<file path="src/rtl/fwd_hazard_unit.sv">
// ID/EX operand forwarding with load-use stall control for the 5-stage RV32 pipeline.
// Define FWD_HAZARD_STATS_EN to build the saturating forward/stall statistics counters.
//
// state | meaning
// IDLE  | normal flow; stall_o follows the combinational load-use hazard
// STALL | extra load-use stall cycles while the load result moves on to WB
module fwd_hazard_unit #(
  parameter int XLEN       = 32,
  parameter int REG_AW     = 5,
  parameter int NRD        = 2,
  parameter int LOAD_STALL = 1
) (
  input  logic                  clk,
  input  logic                  rst_n,
  input  logic                  flush_i,
  input  logic                  id_valid,
  input  logic [NRD*REG_AW-1:0] id_rs,
  input  logic [NRD-1:0]        id_use,
  input  logic [NRD*XLEN-1:0]   id_rf_data,
  input  logic [REG_AW-1:0]     ex_wr,
  input  logic [REG_AW-1:0]     mem_wr,
  input  logic [REG_AW-1:0]     wb_wr,
  input  logic                  ex_we,
  input  logic                  mem_we,
  input  logic                  wb_we,
  input  logic                  ex_is_load,
  input  logic [XLEN-1:0]       ex_result,
  input  logic [XLEN-1:0]       mem_result,
  input  logic [XLEN-1:0]       wb_result,
  output logic                  stall_o,
  output logic                  ex_valid_o,
  output logic [NRD*XLEN-1:0]   ex_op,
  output logic [NRD*2-1:0]      fwd_sel,
  output logic [31:0]           stat_fwd_cnt,
  output logic [31:0]           stat_stall_cnt
);

  typedef enum logic [0:0] {
    IDLE  = 1'b0,
    STALL = 1'b1
  } state_t;

  localparam logic [2:0] CNT_INIT = 3'(LOAD_STALL - 1);

  state_t              state;
  state_t              state_nxt;
  logic [2:0]          cnt;
  logic [2:0]          cnt_nxt;
  logic [NRD-1:0]      m_ex;
  logic [NRD-1:0]      m_mem;
  logic [NRD-1:0]      m_wb;
  logic [NRD*XLEN-1:0] op_nxt;
  logic [NRD*2-1:0]    sel_nxt;
  logic                hazard;

  // x0 is hard-wired zero, so a write to it is never a forwarding source.
  always_comb begin
    m_ex    = '0;
    m_mem   = '0;
    m_wb    = '0;
    op_nxt  = '0;
    sel_nxt = '0;
    for (int i = 0; i < NRD; i++) begin
      m_ex[i]  = id_use[i] && (id_rs[i*REG_AW +: REG_AW] != '0) && ex_we
                 && (id_rs[i*REG_AW +: REG_AW] == ex_wr);
      m_mem[i] = id_use[i] && (id_rs[i*REG_AW +: REG_AW] != '0) && mem_we
                 && (id_rs[i*REG_AW +: REG_AW] == mem_wr);
      m_wb[i]  = id_use[i] && (id_rs[i*REG_AW +: REG_AW] != '0) && wb_we
                 && (id_rs[i*REG_AW +: REG_AW] == wb_wr);
      if (m_ex[i]) begin
        op_nxt[i*XLEN +: XLEN] = ex_result;
        sel_nxt[i*2 +: 2]      = 2'd3;
      end else if (m_mem[i]) begin
        op_nxt[i*XLEN +: XLEN] = mem_result;
        sel_nxt[i*2 +: 2]      = 2'd2;
      end else if (m_wb[i]) begin
        op_nxt[i*XLEN +: XLEN] = wb_result;
        sel_nxt[i*2 +: 2]      = 2'd1;
      end else begin
        op_nxt[i*XLEN +: XLEN] = id_rf_data[i*XLEN +: XLEN];
        sel_nxt[i*2 +: 2]      = 2'd0;
      end
    end
  end

  // A load in EX only has an address on ex_result, never its data.
  assign hazard = id_valid && ex_is_load && (|m_ex);

  always_comb begin
    state_nxt = state;
    cnt_nxt   = cnt;
    stall_o   = 1'b0;
    if (flush_i) begin
      state_nxt = IDLE;
      cnt_nxt   = '0;
    end else begin
      case (state)
        IDLE: begin
          stall_o = hazard;
          if (hazard && (LOAD_STALL > 1)) begin
            state_nxt = STALL;
            cnt_nxt   = CNT_INIT;
          end
        end
        STALL: begin
          stall_o = 1'b1;
          cnt_nxt = cnt - 3'd1;
          if (cnt == 3'd1) begin
            state_nxt = IDLE;
          end
        end
        default: begin
          state_nxt = IDLE;
          cnt_nxt   = '0;
        end
      endcase
    end
  end

  always_ff @(posedge clk or negedge rst_n) begin
    if (!rst_n) begin
      state      <= IDLE;
      cnt        <= '0;
      ex_valid_o <= 1'b0;
      ex_op      <= '0;
      fwd_sel    <= '0;
    end else begin
      state <= state_nxt;
      cnt   <= cnt_nxt;
      if (flush_i) begin
        ex_valid_o <= 1'b0;
      end else begin
        ex_valid_o <= id_valid && !stall_o;
        if (!stall_o) begin
          ex_op   <= op_nxt;
          fwd_sel <= sel_nxt;
        end
      end
    end
  end

`ifdef FWD_HAZARD_STATS_EN
  logic [31:0] fwd_cnt_q;
  logic [31:0] stall_cnt_q;
  logic [2:0]  n_fwd;
  logic [32:0] fwd_sum;

  always_comb begin
    n_fwd = '0;
    for (int i = 0; i < NRD; i++) begin
      n_fwd = n_fwd + {2'b00, (sel_nxt[i*2 +: 2] != 2'd0)};
    end
  end

  assign fwd_sum = {1'b0, fwd_cnt_q} + {30'd0, n_fwd};

  always_ff @(posedge clk or negedge rst_n) begin
    if (!rst_n) begin
      fwd_cnt_q   <= '0;
      stall_cnt_q <= '0;
    end else begin
      if (!flush_i && id_valid && !stall_o) begin
        fwd_cnt_q <= fwd_sum[32] ? 32'hFFFF_FFFF : fwd_sum[31:0];
      end
      if (stall_o && (stall_cnt_q != 32'hFFFF_FFFF)) begin
        stall_cnt_q <= stall_cnt_q + 32'd1;
      end
    end
  end

  assign stat_fwd_cnt   = fwd_cnt_q;
  assign stat_stall_cnt = stall_cnt_q;
`else
  assign stat_fwd_cnt   = '0;
  assign stat_stall_cnt = '0;
`endif

endmodule

</file>
<file path="config.mk">
export PLATFORM = sky130hd
export DESIGN_NAME = fwd_hazard_unit
export DESIGN_NICKNAME = d
export VERILOG_FILES = /design/src/rtl/fwd_hazard_unit.sv
export SDC_FILE = /design/constraint.sdc
export NUM_CORES = 1
export LEC_CHECK = 0
export CORE_MARGIN = 10
export CORE_UTILIZATION = 42
export DETAILED_ROUTE_END_ITERATION = 8
export PLACE_DENSITY = 0.95
export SYNTH_ARGS = -nofsm -noshare
export SYNTH_HDL_FRONTEND = slang
export SYNTH_SLANG_ARGS = --single-unit
</file>
<file path="constraint.sdc">
create_clock -name clk -period 6.82 [get_ports clk]
set_input_delay 1.023 -clock clk [delete_from_list [all_inputs] [get_ports clk]]
set_output_delay 1.023 -clock clk [all_outputs]
set_load 0.01 [all_outputs]
</file>
Word level (Yosys, flattened, before mapping)
Index checks and enable logic that the tools add are counted.
{"block": "word_totals", "reg_bits": 73, "output_inout_bits": 134, "in_bits": 195, "wordCells": 59}
{"block": "op_classes", "n_eq_ne": 7, "n_bitwise": 3, "reduce_logical": 23, "addsub": 1, "mux": 20}
{"op": "two-way mux 32 bit", "n": 6}
{"op": "equality test 5 bit", "n": 6}
{"op": "logical AND 1 bit", "n": 17}
{"op": "nonzero test 5 bit", "n": 2}
{"op": "two-way mux 2 bit", "n": 4}
{"op": "two-way mux 1 bit", "n": 7}
{"op": "two-way mux 3 bit", "n": 2}
{"op": "equality test 3 x 1 -> 1 bit, second input constant", "n": 1}
{"op": "inverter 1 bit", "n": 3}
{"op": "subtractor 3 x 1 -> 3 bit, second input constant", "n": 1}
{"op": "one-hot mux 1 bit (2 select lines)", "n": 1}
{"op": "AND reduction 2 bit", "n": 1}
{"op": "nonzero test 2 bit", "n": 1}
{"op": "OR reduction 2 bit", "n": 1}
{"op": "zero test 1 bit", "n": 1}

Longest topological paths before layout
Gate-level depths: netlist of run 1.
{"block": "depth", "word_depth": 11, "mapped_depth": 10, "mapped_depth_nobuf": 6}

Worst setup path after synthesis of run 1
OpenSTA, ideal clock, no wires.
{"block": "synth_path", "path_type": "input -> output", "from": "input port id_rs[1]", "to": "output port stall_o", "cell_stages": 7, "required_time_ns": 5.797, "arrival_time_ns": 2.697, "path_buffers": 2, "path_slack_ns": 3.100, "cell_sequence": "or4_1 > o21a_1 > and4_1 > clkbuf_1 > o211ai_2 > clkbuf_1 > a21oi_1"}
{"block": "synth_between", "elab_chain_len": 8, "elab_cells_between_ends": 9, "classes_between": "eq/ne (1); mux (2); reduce/logical (6)"}
{"element": "start: declaration", "line": "17", "text": "input logic [NRD*REG_AW-1:0] id_rs,"}
{"element": "nonzero test 5 bit", "line": "64", "text": "m_ex[i] = id_use[i] && (id_rs[i*REG_AW +: REG_AW] != '0) && ex_we"}
{"element": "logical AND 1 bit (2 in a row)", "line": "64"}
{"element": "logical AND 1 bit (*)", "line": "65", "text": "&& (id_rs[i*REG_AW +: REG_AW] == ex_wr);"}
{"element": "OR reduction 2 bit (*)", "line": "87", "text": "assign hazard = id_valid && ex_is_load && (|m_ex);"}
{"element": "logical AND 1 bit (*)", "line": "87"}
{"element": "one-hot mux 1 bit (2 select lines) (*)", "line": "97", "text": "case (state)"}
{"element": "two-way mux 1 bit (*)", "line": "93", "text": "if (flush_i) begin"}
{"element": "end: declaration", "line": "30", "text": "output logic stall_o,"}
Every way passes the cells marked *; elsewhere a longest branch is shown, timed or not.

Final worst setup path of run 1
Ends and elaborated chain as after synthesis.

==> impl_metrics.json, run 1 <==
{
  "grt_use_total_pct": 23.4,
  "grt_overflow": 0,
  "cts.clk_slew.worst_paths_ns": 0.06,
  "ant_nets": 0,
  "final_hold_viol_count": 0,
  "critPathTopFamily": "buffers and inverters",
  "leakage_uw": 0.00349,
  "ys_warn_count": 0,
  "vias": 6135,
  "fin_nets": 1112,
  "crit_fanout": 4,
  "yosysSeqAreaShare_pct": 33.0,
  "synth_edf_count": 0,
  "grt_pass1_vias": 6315,
  "worst_hold_slack_ns": 0.535,
  "status": "completed",
  "postCtsSetupBuffers": 0,
  "ys.flop_type": "dfrtp_1",
  "final_common_cell": "clkdlybuf4s50_1",
  "numCtsBuffers": 9,
  "p_per_area_mw_per_mm2": 170,
  "hp-class": "flip-flop to flip-flop",
  "core_area_sq_mm": 0.0128,
  "synth_top_area_cell": "dfrtp_1",
  "vias_per_cell": 5.62,
  "die_h_um": 135,
  "fin_ws_ns": 2.34,
  "area_growth_pct": 50.3,
  "setup_violations": 0,
  "max_freq_mhz": 223,
  "critPathKind": "primary input to output port",
  "min_period_over_period_pct": 65.7,
  "grt_first_pass_wirelength_mm": 34.2,
  "rsz0062_at_grt": "false",
  "synth_cell_type_count": 32,
  "crit_top_cell": "clkdlybuf4s50_1",
  "synth_top_area_share_pct": 33.0,
  "cts_buffer_depth": 2,
  "finalPower_uw": 1420,
  "fp-row-count": 41,
  "drive_gt1_share_pct": 4.78,
  "grt_max_degree": 74,
  "ctsResizeCount": 0,
  "async_flop_share_pct": 100,
  "syn_avg_cell_area_sq_um": 8.01,
  "avgRoutedWirePerCell_um": 20.5,
  "wl_mm": 22.4,
  "final_cell_mix": "clkdlybuf4s50_1 (263), nand2_1 (124), a21oi_1 (83), dfrtp_1 (73), conb_1 (64)",
  "synth.area.top_cells": "dfrtp_1 (33%), buf_4 (9.0%), nand2_1 (8.4%), a21oi_1 (7.5%), a31oi_1 (6.2%)",
  "hold_buffers": 0,
  "dp_slack_ns": 2.36,
  "die_x_um": 135,
  "cts_tree": "built",
  "hpwlAfterDp_mm": 16.4,
  "path_cells": "clkdlybuf4s50_1 -> or4_1 -> o21a_1 -> and4_2 -> o211ai_4 -> a21oi_1 -> clkdlybuf4s50_1",
  "ir_drop_v": 0.000136,
  "io_pins": 329,
  "timing.setup.tns_ns": 0,
  "arrival_ns": 3.46,
  "fin_worst_skew_ns": 0.0129,
  "cp_num_buf_inv": 2,
  "slew_viol_final": 0,
  "place.gp.congestion": 0.890,
  "first_pass_iters": 8,
  "place_area_sq_mm": 0.00799,
  "worst_pin_slew_ns": 1.21,
  "cp-start-kind": "primary input",
  "drt-initial-drc-count": 444,
  "die_area_sq_mm": 0.0182,
  "antenna_found_initial": 0,
  "max_stage_delay_ns": 0.57,
  "maxCapViolCount": 0,
  "initial_utilization_pct": 43.3,
  "port_buffers": 264,
  "synthCells": 691,
  "cts_sinks": 73,
  "clock_latency_ns": 0.34,
  "netlist_area_sq_mm": 0.00553,
  "maxSlewHeadroom_pct": 19.5,
  "critPathRequiredTime_ns": 5.80,
  "slowest_stage": "or4_1",
  "root_buffer": "clkbuf_16",
  "insertedDiodeCount": 0,
  "htree_levels": 3,
  "fin_area_sq_mm": 0.00831,
  "drc": 0,
  "yosys_register_bits": 73,
  "fin_crit_ns": 4.48,
  "end_kind": "output port"
}
==> stage by stage <==
| stage | instances | utilization [%] |
|---|---|---|
| global placement | 1076 | 62.6 |
| detailed placement | 1076 | 62.6 |
| finish | 1092 | 65.1 |
| CTS | 1092 | 65.1 |
| global route | 1092 | 65.1 |
| floorplan | 754 | - |
==> cell usage after synthesis, drive strengths merged, types with 5 or more instances <==
| master | count |
|---|---|
| a211o | 23 |
| a21oi | 83 |
| a221oi | 9 |
| a311o | 32 |
| a31oi | 55 |
| buf | 80 |
| clkbuf | 46 |
| dfrtp | 73 |
| inv | 5 |
| mux2 | 9 |
| mux2i | 24 |
| nand2 | 124 |
| nor2 | 58 |
| nor3b | 9 |
| nor4 | 7 |
| xnor2 | 8 |
| xor2 | 24 |
==> logic make-up after synthesis <==
logic type               share of synthesized area (%)
flip-flops                                        33.0
AO/OA/AOI/OAI                                     25.4
other                                           0.0678
buffers and inverters                             13.8
multiplexers                                      6.18
adder cells (fa/ha/maj)                          0.452
XOR/XNOR                                          5.07
AND/OR/NAND/NOR                                   16.0
==> layer usage <==
layer	wire [um]	share of wire (%)	vias to the layer above	track usage [%]
li1	-	-	2787	-
met3	2300	10	40	6.94
met1	8370	37	2920	26.7
met5	0	0	-	0
met4	565	2.5	0	8.16
met2	11200	50	388	40.6
==> sequential cells by signal, indices dropped and copies added (netlist names) <==
signal / cells
ex_op: 64
fwd_sel: 4
ex_valid_o: 1
cnt: 3
state: 1
==> worst paths after layout <==
check	startpoint	endpoint	slack (ns)	depth (start not counted)
min	ex_op[31]	ex_op[31]	0.54	2
max	id_rs[1]	stall_o	2.34	7
min in group asynchronous	rst_n	ex_op[10]	0.83	1
min reg2reg	ex_op[31]	ex_op[31]	0.54	2
max reg2reg	state	ex_op[57]	4.01	5
max in group asynchronous	rst_n	ex_op[26]	5.39	1
==> cell type report <==
class	instances	area [sq um]
multi-input combinational	550	3200
tap	172	215
fill	1038	4460
inverter	5	18.8
sequential	73	1830
clock buffer	9	225
clock inverter	7	95.1
timing repair buffer	276	2730
==> tightest hold or removal path: stages, from the launching register on <==
cell and delay [ns]:
dfrtp_1 0.35, a21oi_1 0.04, a21oi_1 0.10
==> where the power goes <==
part / internal [uW] / switching, uW / total, uW
clock: 320 / 189 / 509
sequential: 476 / 26.8 / 503
combinational: 231 / 172 / 403
total: 1030 / 388 / 1420
No activity file was read; power rests on OpenSTA's default activity.
==> run 2, diff against run 1 <==
--- a/config.mk
+++ b/config.mk
@@ -6,9 +6,9 @@
 export NUM_CORES = 1
 export LEC_CHECK = 0
 export CORE_MARGIN = 10
-export CORE_UTILIZATION = 42
+export CORE_UTILIZATION = 39
 export DETAILED_ROUTE_END_ITERATION = 8
-export PLACE_DENSITY = 0.95
+export PLACE_DENSITY = 0.93
 export SYNTH_ARGS = -nofsm -noshare
 export SYNTH_HDL_FRONTEND = slang
 export SYNTH_SLANG_ARGS = --single-unit
==> constraint.sdc (replaced) <==
create_clock -name clk -period 4.65 [get_ports clk]
set_input_delay 0.6975 -clock clk [delete_from_list [all_inputs] [get_ports clk]]
set_output_delay 0.6975 -clock clk [all_outputs]
set_load 0.01 [all_outputs]
==> impl_metrics.json, run 2 (same netlist as run 1, synthesis figures left out) <==
{
  "status": "completed",
  "cts.clk_slew.worst_paths_ns": 0.06,
  "hpwlAfterDp_mm": 16.8,
  "placedCellCount": 1088,
  "numCtsBuffers": 9,
  "critPathRequiredTime_ns": 3.95,
  "multi_input_area_sq_mm": 0.00320,
  "wl_mm": 22.5,
  "path_cells": "clkdlybuf4s50_1 -> or4_1 -> o21a_1 -> and4_2 -> o211ai_4 -> a21oi_1 -> clkdlybuf4s50_1",
  "drive_gt1_share_pct": 4.98,
  "ir_drop_v": 0.000174,
  "fin_nets": 1116,
  "cts_sinks": 73,
  "grt_max_degree": 74,
  "drt-initial-drc-count": 602,
  "ant_nets": 0,
  "final_common_cell": "clkdlybuf4s50_1",
  "port_buffers": 264,
  "p_int_uw": 1560,
  "die_area_sq_mm": 0.0193,
  "maxSlewHeadroom_pct": 36.9,
  "fillers": 1217,
  "die_x_um": 139,
  "slew_viol_final": 0,
  "postCtsSetupBuffers": 0,
  "insertedDiodeCount": 0,
  "place.gp.congestion": 0.900,
  "vias_per_cell": 5.51,
  "max_stage_delay_ns": 0.56,
  "cts_tree": "built",
  "timing.setup.tns_ns": 0,
  "clock_latency_ns": 0.33,
  "area_growth_pct": 51.5,
  "clkPwrFrac_pct": 37.3,
  "first_pass_iters": 5,
  "min_period_over_period_pct": 80.9,
  "cp_num_buf_inv": 2,
  "setup_violations": 0,
  "leakage_uw": 0.00352,
  "critPathTopFamily": "buffers and inverters",
  "largest_reg_flops": 64,
  "end_kind": "output port",
  "grt_first_pass_wirelength_mm": 34.7,
  "seqPwrFrac_pct": 34.8,
  "finalPower_uw": 2120,
  "fp-row-count": 43,
  "fin_crit_ns": 3.76,
  "antenna_found_initial": 0,
  "cts_buffer_depth": 2,
  "slowest_stage": "or4_1",
  "die_h_um": 139,
  "htree_levels": 3,
  "p_per_area_mw_per_mm2": 253,
  "critPathKind": "primary input to output port",
  "ff_latch_area_sq_mm": 0.00183,
  "reg.largest.list": "ex_op: 64 flops, fwd_sel: 4 flops, cnt: 3 flops",
  "combPwrFrac_pct": 28.0,
  "grt_use_total_pct": 21.8,
  "cp-start-kind": "primary input",
  "drc": 0,
  "maxCapViolCount": 0,
  "final_cell_mix": "clkdlybuf4s50_1 (263), nand2_1 (124), a21oi_1 (83), dfrtp_1 (73), conb_1 (64)",
  "worst_pin_slew_ns": 0.946,
  "ctsResizeCount": 0,
  "io_pins": 329,
  "crit_fanout": 4,
  "crit_top_cell": "clkdlybuf4s50_1",
  "root_buffer": "clkbuf_16",
  "layoutNonFillerInstCount": 1104,
  "avgRoutedWirePerCell_um": 20.4,
  "arrival_ns": 3.06,
  "max_freq_mhz": 266,
  "vias": 6080,
  "final_hold_viol_count": 0,
  "rsz0062_at_grt": "false",
  "p_switching_uw": 555,
  "hold_buffers": 0,
  "hp-class": "primary input to asynchronous set/reset pin",
  "grt_overflow": 0,
  "fin_worst_skew_ns": 0.00861,
  "p_sw_share_pct": 26.2,
  "grt_pass1_vias": 6244,
  "regMostFlops": "ex_op",
  "initial_utilization_pct": 39.9,
  "core_area_sq_mm": 0.0139
}
run 2: cell types whose count changed in the layout (fill, tap and decap cells not counted), sizes merged:
cell | previous run | this run
clkinv | 4 | 2
clkinvlp | 1 | 0
bufinv | 2 | 3
clkbuf | 9 | 11
buf | 13 | 17
run 2: power groups by stage:
stage                     Clock [uW]  Sequential [uW]  Combinational [uW]
after global placement             0              743                 580
after CTS                        806              735                 592
after detailed placement           0              745                 589
final                            789              736                 593
after floorplan                    0              772                 221
after global routing             831              743                 634
run 2: layer usage:
| layer | vias to the layer above | track usage (%) | wire length [um] |
|---|---|---|---|
| li1 | 2801 | - | - |
| met1 | 2912 | 25.3 | 8670 |
| met2 | 337 | 37.5 | 11400 |
| met3 | 30 | 6.30 | 2060 |
| met4 | 0 | 6.97 | 390 |
| met5 | - | 0 | 0 |
run 2: final cells by class:
cell class / count / share of cell area (%)
inverter: 5 / 0.224
tap: 180 / 2.69
timing repair buffer: 280 / 33.1
sequential: 73 / 21.8
multi-input combinational: 550 / 38.2
clock buffer: 11 / 2.78
clock inverter: 5 / 1.24
run 2: worst paths after layout:
kind | to | cells past startpoint | slack [ns] | startpoint
min | ex_op[6] | 1 | 0.51 | rst_n
max reg2reg | ex_op[0] | 4 | 3.04 | state
max in group asynchronous | ex_op[31] | 1 | 3.51 | rst_n
min reg2reg | ex_op[12] | 2 | 0.53 | ex_op[12]
min in group clk | ex_op[12] | 2 | 0.53 | ex_op[12]
max | stall_o | 7 | 0.89 | id_rs[1]
run 2: through the flow:
stage / hold slack [ns] / cell area (sq um) / util [%] / worst slack (ns)
2_1_floorplan: 0.402 / 5770 / - / 1.58
3_3_place_gp: 0.501 / 8050 / 58.0 / 0.900
3_5_place_dp: 0.517 / 8050 / 58.0 / 0.851
4_1_cts: 0.530 / 8380 / 60.4 / 0.855
5_1_grt: 0.554 / 8380 / 60.4 / 0.782
6_report: 0.511 / 8380 / 60.4 / 0.889
==> run 3, diff against run 2 <==
--- a/config.mk
+++ b/config.mk
@@ -6,9 +6,9 @@
 export NUM_CORES = 1
 export LEC_CHECK = 0
 export CORE_MARGIN = 10
-export CORE_UTILIZATION = 39
+export CORE_UTILIZATION = 35
 export DETAILED_ROUTE_END_ITERATION = 8
-export PLACE_DENSITY = 0.93
+export PLACE_DENSITY = 0.89
 export SYNTH_ARGS = -nofsm -noshare
 export SYNTH_HDL_FRONTEND = slang
 export SYNTH_SLANG_ARGS = --single-unit
==> constraint.sdc (replaced) <==
create_clock -name clk -period 3 [get_ports clk]
set_input_delay 0.45 -clock clk [delete_from_list [all_inputs] [get_ports clk]]
set_output_delay 0.45 -clock clk [all_outputs]
set_load 0.01 [all_outputs]
==> impl_metrics.json, run 3 (same netlist as run 1, synthesis figures left out) <==
{
  "first_pass_iters": 5,
  "rr_worst_depth": 4,
  "grt_max_degree": 74,
  "slew_viol_final": 0,
  "r2r_slack_ns": 1.33,
  "cts_buffer_depth": 2,
  "cp-start-kind": "primary input",
  "arrival_ns": 2.47,
  "timing.setup.tns_ns": 0,
  "ff_latch_area_sq_mm": 0.00183,
  "status": "completed",
  "maxCapViolCount": 0,
  "grt_use_total_pct": 20.6,
  "endpoint": "stall_o",
  "hold_buffers": 0,
  "postCtsSetupBuffers": 0,
  "grt_overflow": 0,
  "rsz0062_at_grt": "false",
  "die_h_um": 146,
  "port_buffers": 264,
  "critPathKind": "primary input to output port",
  "worst_hold_slack_ns": 0.270,
  "p_per_area_mw_per_mm2": 360,
  "regMostFlops": "ex_op",
  "fin_util_pct": 55.8,
  "hpwlAfterDp_mm": 17.5,
  "fp-row-count": 45,
  "setup_violations": 0,
  "r2r_end": "ex_op[20]",
  "maxSlewHeadroom_pct": 35.2,
  "crit_fanout": 2,
  "max_freq_mhz": 342,
  "final_cell_mix": "clkdlybuf4s50_1 (262), nand2_1 (124), a21oi_1 (83), dfrtp_1 (73), conb_1 (64)",
  "die_area_sq_mm": 0.0212,
  "final_common_cell": "clkdlybuf4s50_1",
  "ir_drop_v": 0.000242,
  "core_area_sq_mm": 0.0154,
  "ant_nets": 0,
  "vias": 6204,
  "dp_slack_ns": -0.152,
  "cts_tree": "built",
  "reg.largest.list": "ex_op: 64 flops, fwd_sel: 4 flops, cnt: 3 flops",
  "fin_ws_ns": 0.0755,
  "final_hold_viol_count": 0,
  "area_growth_pct": 55.0,
  "end_kind": "output port",
  "initial_utilization_pct": 36.0,
  "die_x_um": 146,
  "avgRoutedWirePerCell_um": 19.9,
  "place.gp.congestion": 0.919,
  "fin_crit_ns": 2.92,
  "critPathRequiredTime_ns": 2.55,
  "drc": 0,
  "crit_path_start": "id_rs[1]",
  "clock_latency_ns": 0.33,
  "fin_nets": 1134,
  "root_buffer": "clkbuf_16",
  "vias_per_cell": 5.38,
  "antenna_found_initial": 2,
  "wl_mm": 23.0,
  "fillers": 1391,
  "grt_pass1_vias": 6508,
  "grt_first_pass_wirelength_mm": 35.5,
  "io_pins": 329,
  "hp-class": "primary input to asynchronous set/reset pin",
  "numCtsBuffers": 9,
  "drive_gt1_share_pct": 6.81,
  "fin_worst_skew_ns": 0.00415,
  "multi_input_area_sq_mm": 0.00320,
  "worst_pin_slew_ns": 0.972,
  "largest_reg_flops": 64,
  "cts.clk_slew.worst_paths_ns": 0.06,
  "htree_levels": 3,
  "min_period_over_period_pct": 97.5,
  "drt-initial-drc-count": 440,
  "leakage_uw": 0.00362,
  "r2r-start": "state",
  "cts_sinks": 73
}
## run 3: stage by stage
| stage | total power, uW | std cells | cell area (sq um) |
|---|---|---|---|
| CTS | 3100 | 1151 | 8560 |
| detailed placement | 2090 | 1137 | 8300 |
| finish | 3080 | 1153 | 8570 |
| floorplan | 1540 | 754 | 5770 |
| global placement | 2080 | 1137 | 8300 |
| global route | 3230 | 1153 | 8570 |
## run 3: per-layer routing
| metal | vias to the layer above | wire, um | global-route usage (%) |
|---|---|---|---|
| met5 | - | 0 | 0 |
| met4 | 0 | 769 | 8.14 |
| met3 | 48 | 1880 | 6.27 |
| met2 | 304 | 11500 | 35.6 |
| met1 | 3017 | 8810 | 23.2 |
| li1 | 2835 | - | - |
## run 3: area by class of cell
| class | instances | area share [%] |
|---|---|---|
| well taps | 211 | 3.08 |
| diodes | 2 | 0.0584 |
| flip-flops and latches | 73 | 21.3 |
| repair buffers | 298 | 34.8 |
| clock buffers | 11 | 2.95 |
| multi-input cells | 550 | 37.4 |
| inverters | 5 | 0.219 |
| clock inverters | 3 | 0.204 |
## run 3: what timing repair did
action | in CTS | in global routing
endpoints found under the setup margin | 1 | 1
gates resized for setup | 1 | 1
pin swaps | 0 | 0
## run 3: where the power goes
group / switching, uW / internal [uW]
logic: 398 / 544
clock network: 411 / 593
registers: 55.4 / 1080
total: 865 / 2220
## run 3: critical path: stages
cell             delay [ns]
clkdlybuf4s50_1        0.43
or4_1                  0.54
o21a_1                 0.20
and4_2                 0.24
o211ai_4               0.20
a21oi_1                0.09
dlygate4sd2_1          0.32
## run 3: worst min-delay path by stage
stage          startpoint        end  slack (ns)  cells past startpoint
2_1_floorplan       rst_n     cnt[0]        0.15                      0
3_3_place_gp    ex_op[31]  ex_op[31]        0.50                      2
3_5_place_dp    ex_op[31]  ex_op[31]        0.52                      2
4_1_cts             rst_n   ex_op[6]        0.30                      1
5_1_grt             rst_n   ex_op[6]        0.34                      1
6_report            rst_n   ex_op[6]        0.27                      1
